**config.mk**
```make
export PLATFORM = sky130hd
export DESIGN_NAME = bbox_draw_flat
export DESIGN_NICKNAME = d
export VERILOG_FILES = /design/src/rtl/bbox_draw_if.sv /design/src/rtl/bbox_draw.sv /design/src/flat_wrapper.sv
export SDC_FILE = /design/constraint.sdc
export NUM_CORES = 1
export LEC_CHECK = 0
export CAP_MARGIN = 25
export CORE_UTILIZATION = 35
export DETAILED_ROUTE_END_ITERATION = 12
export GPL_TIMING_DRIVEN = 0
export PLACE_DENSITY_LB_ADDON = 0.1
export SYNTH_ARGS = -nofsm -noshare
export SYNTH_HDL_FRONTEND = slang
export SYNTH_SLANG_ARGS = --single-unit
```
**constraint.sdc**
```tcl
create_clock -name clk -period 28.8 [get_ports clk]
set_input_delay 4.32 -clock clk [delete_from_list [all_inputs] [get_ports clk]]
set_output_delay 4.32 -clock clk [all_outputs]
set_load 0.01 [all_outputs]
```
**src/rtl/bbox_draw_if.sv**
```systemverilog
// Pixel-writer bus between a box-outline controller and a byte-addressed frame buffer.
// Carries the draw request/status handshake and the stallable byte-write port.
// The slave side is the drawing engine; the master side is the requester plus memory.
interface bbox_draw_if;
  // request / status
  logic        start;
  logic        done;
  logic        err;
  logic [10:0] xMin;
  logic [10:0] xMax;
  logic [10:0] yMin;
  logic [10:0] yMax;
  // byte write port toward the frame buffer
  logic [31:0] addr;
  logic [15:0] wrdata;
  logic        wren;
  logic        waitrequest;

  modport slave (
    input  start, xMin, xMax, yMin, yMax, waitrequest,
    output done, err, addr, wrdata, wren
  );

  modport master (
    output start, xMin, xMax, yMin, yMax, waitrequest,
    input  done, err, addr, wrdata, wren
  );
endinterface

```
**src/rtl/bbox_draw.sv**
```systemverilog
// Draws a one-pixel rectangle outline into a bottom-up 24-bit BGR frame buffer.
// Latency: first byte write is presented on the edge after start; one byte per cycle.
// Backpressure: waitrequest holds addr/wrdata/wren frozen until the write is accepted.
module bbox_draw #(
  parameter int          WIDTH  = 100,
  parameter int          HEIGHT = 100,
  parameter logic [23:0] COLOUR = 24'h0000FF
) (
  input  logic        clk,
  input  logic        rst,
  bbox_draw_if.slave  bus
);

  typedef enum logic [2:0] {
    IDLE   = 3'd0,
    TOP    = 3'd1,
    BOTTOM = 3'd2,
    LEFT   = 3'd3,
    RIGHT  = 3'd4,
    FIN    = 3'd5
  } state_t;

  // FSM state and latched box
  state_t      r_state;
  logic [10:0] r_xmin;
  logic [10:0] r_xmax;
  logic [10:0] r_ymin;
  logic [10:0] r_ymax;

  // current pixel and byte lane (0 = B, 1 = G, 2 = R)
  logic [10:0] r_x;
  logic [10:0] r_y;
  logic [1:0]  r_c;

  // registered outputs
  logic        r_done;
  logic        r_err;
  logic        r_wren;
  logic [31:0] r_addr;
  logic [15:0] r_wrdata;

  // next-pixel decision for the byte-2 acceptance edge
  state_t      w_nstate;
  logic [10:0] w_nx;
  logic [10:0] w_ny;
  logic        w_last;
  logic [10:0] w_span;
  logic        w_bad;
  logic        w_accept;

  // Frame buffer is stored bottom row first, three bytes per pixel.
  // All arithmetic is done at 32 bits so large frames do not wrap.
  function automatic logic [31:0] pix_addr(input logic [10:0] x,
                                           input logic [10:0] y,
                                           input logic [1:0]  c);
    logic [31:0] row;
    row = 32'(HEIGHT) - 32'd1 - {21'd0, y};
    return (row * 32'(WIDTH) * 32'd3) + ({21'd0, x} * 32'd3) + {30'd0, c};
  endfunction

  // Byte lane 0 carries blue (top byte of COLOUR), lane 2 carries red.
  function automatic logic [15:0] pix_byte(input logic [1:0] c);
    logic [15:0] b;
    case (c)
      2'd0:    b = {8'h00, COLOUR[23:16]};
      2'd1:    b = {8'h00, COLOUR[15:8]};
      default: b = {8'h00, COLOUR[7:0]};
    endcase
    return b;
  endfunction

  // Request is rejected when the box is inverted or runs off the frame.
  assign w_bad = (bus.xMin > bus.xMax) ||
                 (bus.yMin > bus.yMax) ||
                 ({21'd0, bus.xMax} >= 32'(WIDTH)) ||
                 ({21'd0, bus.yMax} >= 32'(HEIGHT));

  assign w_span   = r_ymax - r_ymin;
  assign w_accept = r_wren && !bus.waitrequest;

  // Pick the pixel after the current one, skipping degenerate edges so
  // corner pixels are written exactly once.
  always_comb begin
    w_nstate = r_state;
    w_nx     = r_x;
    w_ny     = r_y;
    w_last   = 1'b0;
    case (r_state)
      TOP: begin
        if (r_x != r_xmax) begin
          w_nx = r_x + 11'd1;
        end else if (r_ymax != r_ymin) begin
          w_nstate = BOTTOM;
          w_nx     = r_xmin;
          w_ny     = r_ymax;
        end else begin
          w_last = 1'b1;
        end
      end
      BOTTOM: begin
        if (r_x != r_xmax) begin
          w_nx = r_x + 11'd1;
        end else if (w_span >= 11'd2) begin
          w_nstate = LEFT;
          w_nx     = r_xmin;
          w_ny     = r_ymin + 11'd1;
        end else begin
          w_last = 1'b1;
        end
      end
      LEFT: begin
        if (r_y != (r_ymax - 11'd1)) begin
          w_ny = r_y + 11'd1;
        end else if (r_xmax != r_xmin) begin
          w_nstate = RIGHT;
          w_nx     = r_xmax;
          w_ny     = r_ymin + 11'd1;
        end else begin
          w_last = 1'b1;
        end
      end
      RIGHT: begin
        if (r_y != (r_ymax - 11'd1)) begin
          w_ny = r_y + 11'd1;
        end else begin
          w_last = 1'b1;
        end
      end
      default: begin
        w_last = 1'b0;
      end
    endcase
  end

  // Main FSM: request acceptance, byte stepping on accepted writes, completion.
  always_ff @(posedge clk or posedge rst) begin
    if (rst) begin
      r_state  <= IDLE;
      r_xmin   <= '0;
      r_xmax   <= '0;
      r_ymin   <= '0;
      r_ymax   <= '0;
      r_x      <= '0;
      r_y      <= '0;
      r_c      <= '0;
      r_done   <= 1'b0;
      r_err    <= 1'b0;
      r_wren   <= 1'b0;
      r_addr   <= '0;
      r_wrdata <= '0;
    end else begin
      case (r_state)
        IDLE, FIN: begin
          if (bus.start) begin
            r_xmin <= bus.xMin;
            r_xmax <= bus.xMax;
            r_ymin <= bus.yMin;
            r_ymax <= bus.yMax;
            if (w_bad) begin
              // rejected: report immediately, bus stays quiet
              r_state <= FIN;
              r_done  <= 1'b1;
              r_err   <= 1'b1;
            end else begin
              // first byte is presented straight from the request inputs
              r_state  <= TOP;
              r_done   <= 1'b0;
              r_err    <= 1'b0;
              r_x      <= bus.xMin;
              r_y      <= bus.yMin;
              r_c      <= 2'd0;
              r_wren   <= 1'b1;
              r_addr   <= pix_addr(bus.xMin, bus.yMin, 2'd0);
              r_wrdata <= pix_byte(2'd0);
            end
          end
        end
        default: begin
          // drawing states: start is ignored, advance only on acceptance
          if (w_accept) begin
            if (r_c != 2'd2) begin
              r_c      <= r_c + 2'd1;
              r_addr   <= pix_addr(r_x, r_y, r_c + 2'd1);
              r_wrdata <= pix_byte(r_c + 2'd1);
            end else if (w_last) begin
              r_state  <= FIN;
              r_done   <= 1'b1;
              r_wren   <= 1'b0;
              r_addr   <= '0;
              r_wrdata <= '0;
              r_c      <= 2'd0;
            end else begin
              r_state  <= w_nstate;
              r_x      <= w_nx;
              r_y      <= w_ny;
              r_c      <= 2'd0;
              r_addr   <= pix_addr(w_nx, w_ny, 2'd0);
              r_wrdata <= pix_byte(2'd0);
            end
          end
        end
      endcase
    end
  end

  assign bus.done   = r_done;
  assign bus.err    = r_err;
  assign bus.wren   = r_wren;
  assign bus.addr   = r_addr;
  assign bus.wrdata = r_wrdata;

endmodule

```
**src/flat_wrapper.sv**
```systemverilog
// flat-port wrapper written by rule: the top's interface ports become plain ports
module bbox_draw_flat 
#(
  parameter int          WIDTH  = 100,
  parameter int          HEIGHT = 100,
  parameter logic [23:0] COLOUR = 24'h0000FF
)
  (clk, rst, bus_start, bus_xMin, bus_xMax, bus_yMin, bus_yMax, bus_waitrequest, bus_done, bus_err, bus_addr, bus_wrdata, bus_wren);
  bbox_draw_if bus_i ();
  input  logic clk;
  input  logic rst;
  input wire logic [$bits(bus_i.start)-1:0] bus_start;
  input wire logic [$bits(bus_i.xMin)-1:0] bus_xMin;
  input wire logic [$bits(bus_i.xMax)-1:0] bus_xMax;
  input wire logic [$bits(bus_i.yMin)-1:0] bus_yMin;
  input wire logic [$bits(bus_i.yMax)-1:0] bus_yMax;
  input wire logic [$bits(bus_i.waitrequest)-1:0] bus_waitrequest;
  output wire logic [$bits(bus_i.done)-1:0] bus_done;
  output wire logic [$bits(bus_i.err)-1:0] bus_err;
  output wire logic [$bits(bus_i.addr)-1:0] bus_addr;
  output wire logic [$bits(bus_i.wrdata)-1:0] bus_wrdata;
  output wire logic [$bits(bus_i.wren)-1:0] bus_wren;
  assign bus_i.start = bus_start;
  assign bus_i.xMin = bus_xMin;
  assign bus_i.xMax = bus_xMax;
  assign bus_i.yMin = bus_yMin;
  assign bus_i.yMax = bus_yMax;
  assign bus_i.waitrequest = bus_waitrequest;
  assign bus_done = bus_i.done;
  assign bus_err = bus_i.err;
  assign bus_addr = bus_i.addr;
  assign bus_wrdata = bus_i.wrdata;
  assign bus_wren = bus_i.wren;
  bbox_draw #(.WIDTH(WIDTH), .HEIGHT(HEIGHT), .COLOUR(COLOUR)) u_core (.clk(clk), .rst(rst), .bus(bus_i));
endmodule
```
==> flow_metrics.py <==
metrics = {
    "clocking": {
        "clk_pin_slew_ns": 0.08,
        "clockBufferDepth": 2,
        "worst_skew_pair.late_latency_ns": 0.40,
        "ctsResizeCount": 0,
        "cts_tree": "built",
        "cts-root-buf": "clkbuf_16",
        "postCtsSetupRepairBufs": 0,
        "hold_buffers": 0,
        "clock_sinks": 106,
        "cts_buffers": 9,
        "htreeDepth": 3,
    },
    "detailed_routing": {
        "vias": 19500,
        "dr.pass1.iters": 7,
        "routedWlPerCell_um": 20.8,
        "drt-initial-drc-count": 1309,
        "drc": 0,
        "viasPerCell": 5.63,
        "drt-total-wl_mm": 72.3,
        "drtAntennaViolNets": 0,
    },
    "floorplanning": {
        "die_y_um": 243,
        "dieWidth_um": 243,
        "num_rows": 87,
        "core_mm2": 0.0568,
        "die_area_mm2": 0.0589,
        "start_util_pct": 35.7,
        "io_pins": 99,
    },
    "finish": {
        "num-fill-cells": 5913,
        "final_common_cell": "ha_1",
        "antennaDiodeCount": 0,
        "area_delta_synth_final_pct": 11.0,
        "final_cell_mix": "273 x ha_1, 218 x inv_1, 216 x nand2_1, 206 x a21oi_1, 187 x nor2_1",
        "drive_above_1_share_pct": 4.20,
        "nets": 3099,
    },
    "place": {
        "port_buffers": 90,
        "dp_hpwl_mm": 60.4,
        "dp_slack_ns": 16.21,
        "gp_congestion": 0.929,
    },
    "sta": {
        "finalClockSkew_ns": 0.0241,
        "tns_ns": 0,
        "rsz0062_at_grt": "false",
        "layout_min_cycle_time_ns": 12.65,
        "setup_slack_ns": 16.15,
        "fmax_mhz": 79.0,
        "setup_viol": 0,
        "worstMarginPinSlew_ns": 1.25,
        "slew_violations": 0,
        "min_period_over_period_pct": 43.9,
        "finalHoldViolCount": 0,
        "slew_headroom_pct": 16.9,
    },
    "critical_path": {
        "cp_data_required_time_ns": 29.01,
        "slowest_delay_ns": 1.05,
        "path_class": "reg -> reg",
        "start_kind": "register",
        "slowest_stage": "a221oi_1",
        "crit_top_cell": "ha_1",
        "cp_data_arrival_time_ns": 12.86,
        "worst_setup_path_end_kind": "register",
        "cp_max_fo": 9,
    },
    "synth": {
        "synth_cells": 2596,
        "yosysWarnings": 0,
        "synthDistinctLibCells": 89,
        "ys_async_sr_fraction_pct": 100,
        "synth.avg_cell_area_um2": 7.82,
        "synth_edf_count": 0,
        "synth_top_flop_cell": "dfrtp_1",
        "ys_seq_area_share_pct": 13.1,
        "synth.cell_area_mm2": 0.0203,
        "yosys_register_bits": 106,
    },
    "global_routing": {
        "grt_pass1_wl_mm": 111,
        "overflow": 0,
        "grt_max_degree": 62,
        "first_global_vias": 19100,
        "grt.total_usage_pct": 24.3,
        "antenna_found_initial": 1,
    },
    "worst_hold_path": {
        "hold_path_class": "reg -> reg",
    },
    "outcome": {
        "status": "complete, no violations",
    },
    "job": {
        "drv_cap": 0,
    },
}
registers in the layout (all words and copies together), names as in the netlist, 3 cells and up:
register	cells
u_core.r_y	11
u_core.r_xmax	11
u_core.r_xmin	11
u_core.r_ymin	11
u_core.r_ymax	11
u_core.r_x	11
u_core.bus.addr	32
u_core.r_state	3
stage by stage:
stage / utilization, % / hold slack (ns) / instance area, µm² / instances
2_1_floorplan: - / 0.516 / 20300 / 2603
3_3_place_gp: 39.0 / 0.477 / 22200 / 3449
3_5_place_dp: 39.1 / 0.477 / 22200 / 3454
4_1_cts: 39.6 / 0.506 / 22500 / 3470
5_1_grt: 39.6 / 0.517 / 22500 / 3471
6_report: 39.6 / 0.505 / 22500 / 3471
worst max-delay path: cells and delay by family (launching register included):
kind                       cells  cell delay, ns
AOI/OAI and AO/OA             16            4.23
and+or+nand+nor               14            3.48
adders and majority gates      8            2.70
buffers and inverters          3            0.89
xor gates and xnor gates       1            0.50
DFF                            1            0.34
muxes                          1            0.31
cell usage after synthesis, drive strengths merged (21+ instances only):
library cell	count	area (µm²)
o21a	40	300
and3	30	188
nand2	217	817
a211oi	28	220
xnor2	151	1320
nor2	187	702
ha	273	3420
mux2	41	462
a21o	60	450
nand3	70	363
clkbuf	69	259
nor2b	34	213
dfrtp	106	2650
nand2b	21	131
fa	68	1360
nor3	53	265
o21ai	155	776
a22oi	27	203
a21oi	206	1030
a31oi	32	206
inv	220	831
and2	21	131
o211ai	24	190
mux2i	21	210
buf	30	193
xor2	114	998
path summary, 6_finish.rpt:
kind / from / endpoint / slack, ns / cells after the start
min in group asynchronous: rst / u_core.r_xmin[4] / 4.31 / 2
min reg2reg: u_core.bus.addr[18] / u_core.bus.addr[18] / 0.51 / 2
min: u_core.bus.addr[18] / u_core.bus.addr[18] / 0.51 / 2
max reg2reg: u_core.r_ymax[0] / u_core.bus.addr[31] / 16.15 / 43
max: u_core.r_ymax[0] / u_core.bus.addr[31] / 16.15 / 43
max in group asynchronous: rst / u_core.bus.addr[27] / 23.76 / 3
per-layer routing:
metal / vias to the layer above / GRT usage [%] / share of wire, %
met2: 463 / 41.2 / 47
met4: 0 / 9.19 / 3.8
met5: - / 0 / 0
li1: 9558 / - / -
met3: 104 / 2.34 / 3.7
met1: 9408 / 31.7 / 45
area by class of cell:
type | instances | area [µm²] | share of cell area, %
clock inverter | 6 | 55.1 | 0.245
inverter | 220 | 836 | 3.71
timing repair buffer | 96 | 960 | 4.26
buffer | 99 | 452 | 2.01
sequential | 106 | 2650 | 11.8
multi-input combinational | 2178 | 16400 | 72.8
clock buffer | 10 | 229 | 1.02
tap | 756 | 946 | 4.20
kinds of logic (layout without fill, tap and decap cells):
logic type	after synthesis	count (layout)	share of synthesized area (%)
AO/OA/AOI/OAI	761	761	24.6
AND/OR/NAND/NOR	741	741	17.6
adder cells (fa/ha/maj)	341	341	23.5
buffers and inverters	319	431	6.32
XOR/XNOR	265	265	11.4
flip-flops	106	106	13.1
multiplexers	62	62	3.31
other	1	8	0.0185
Power is left out: the tool's default activity adds up to more than one toggle a clock period on the data nets, which glitch-free logic cannot reach.
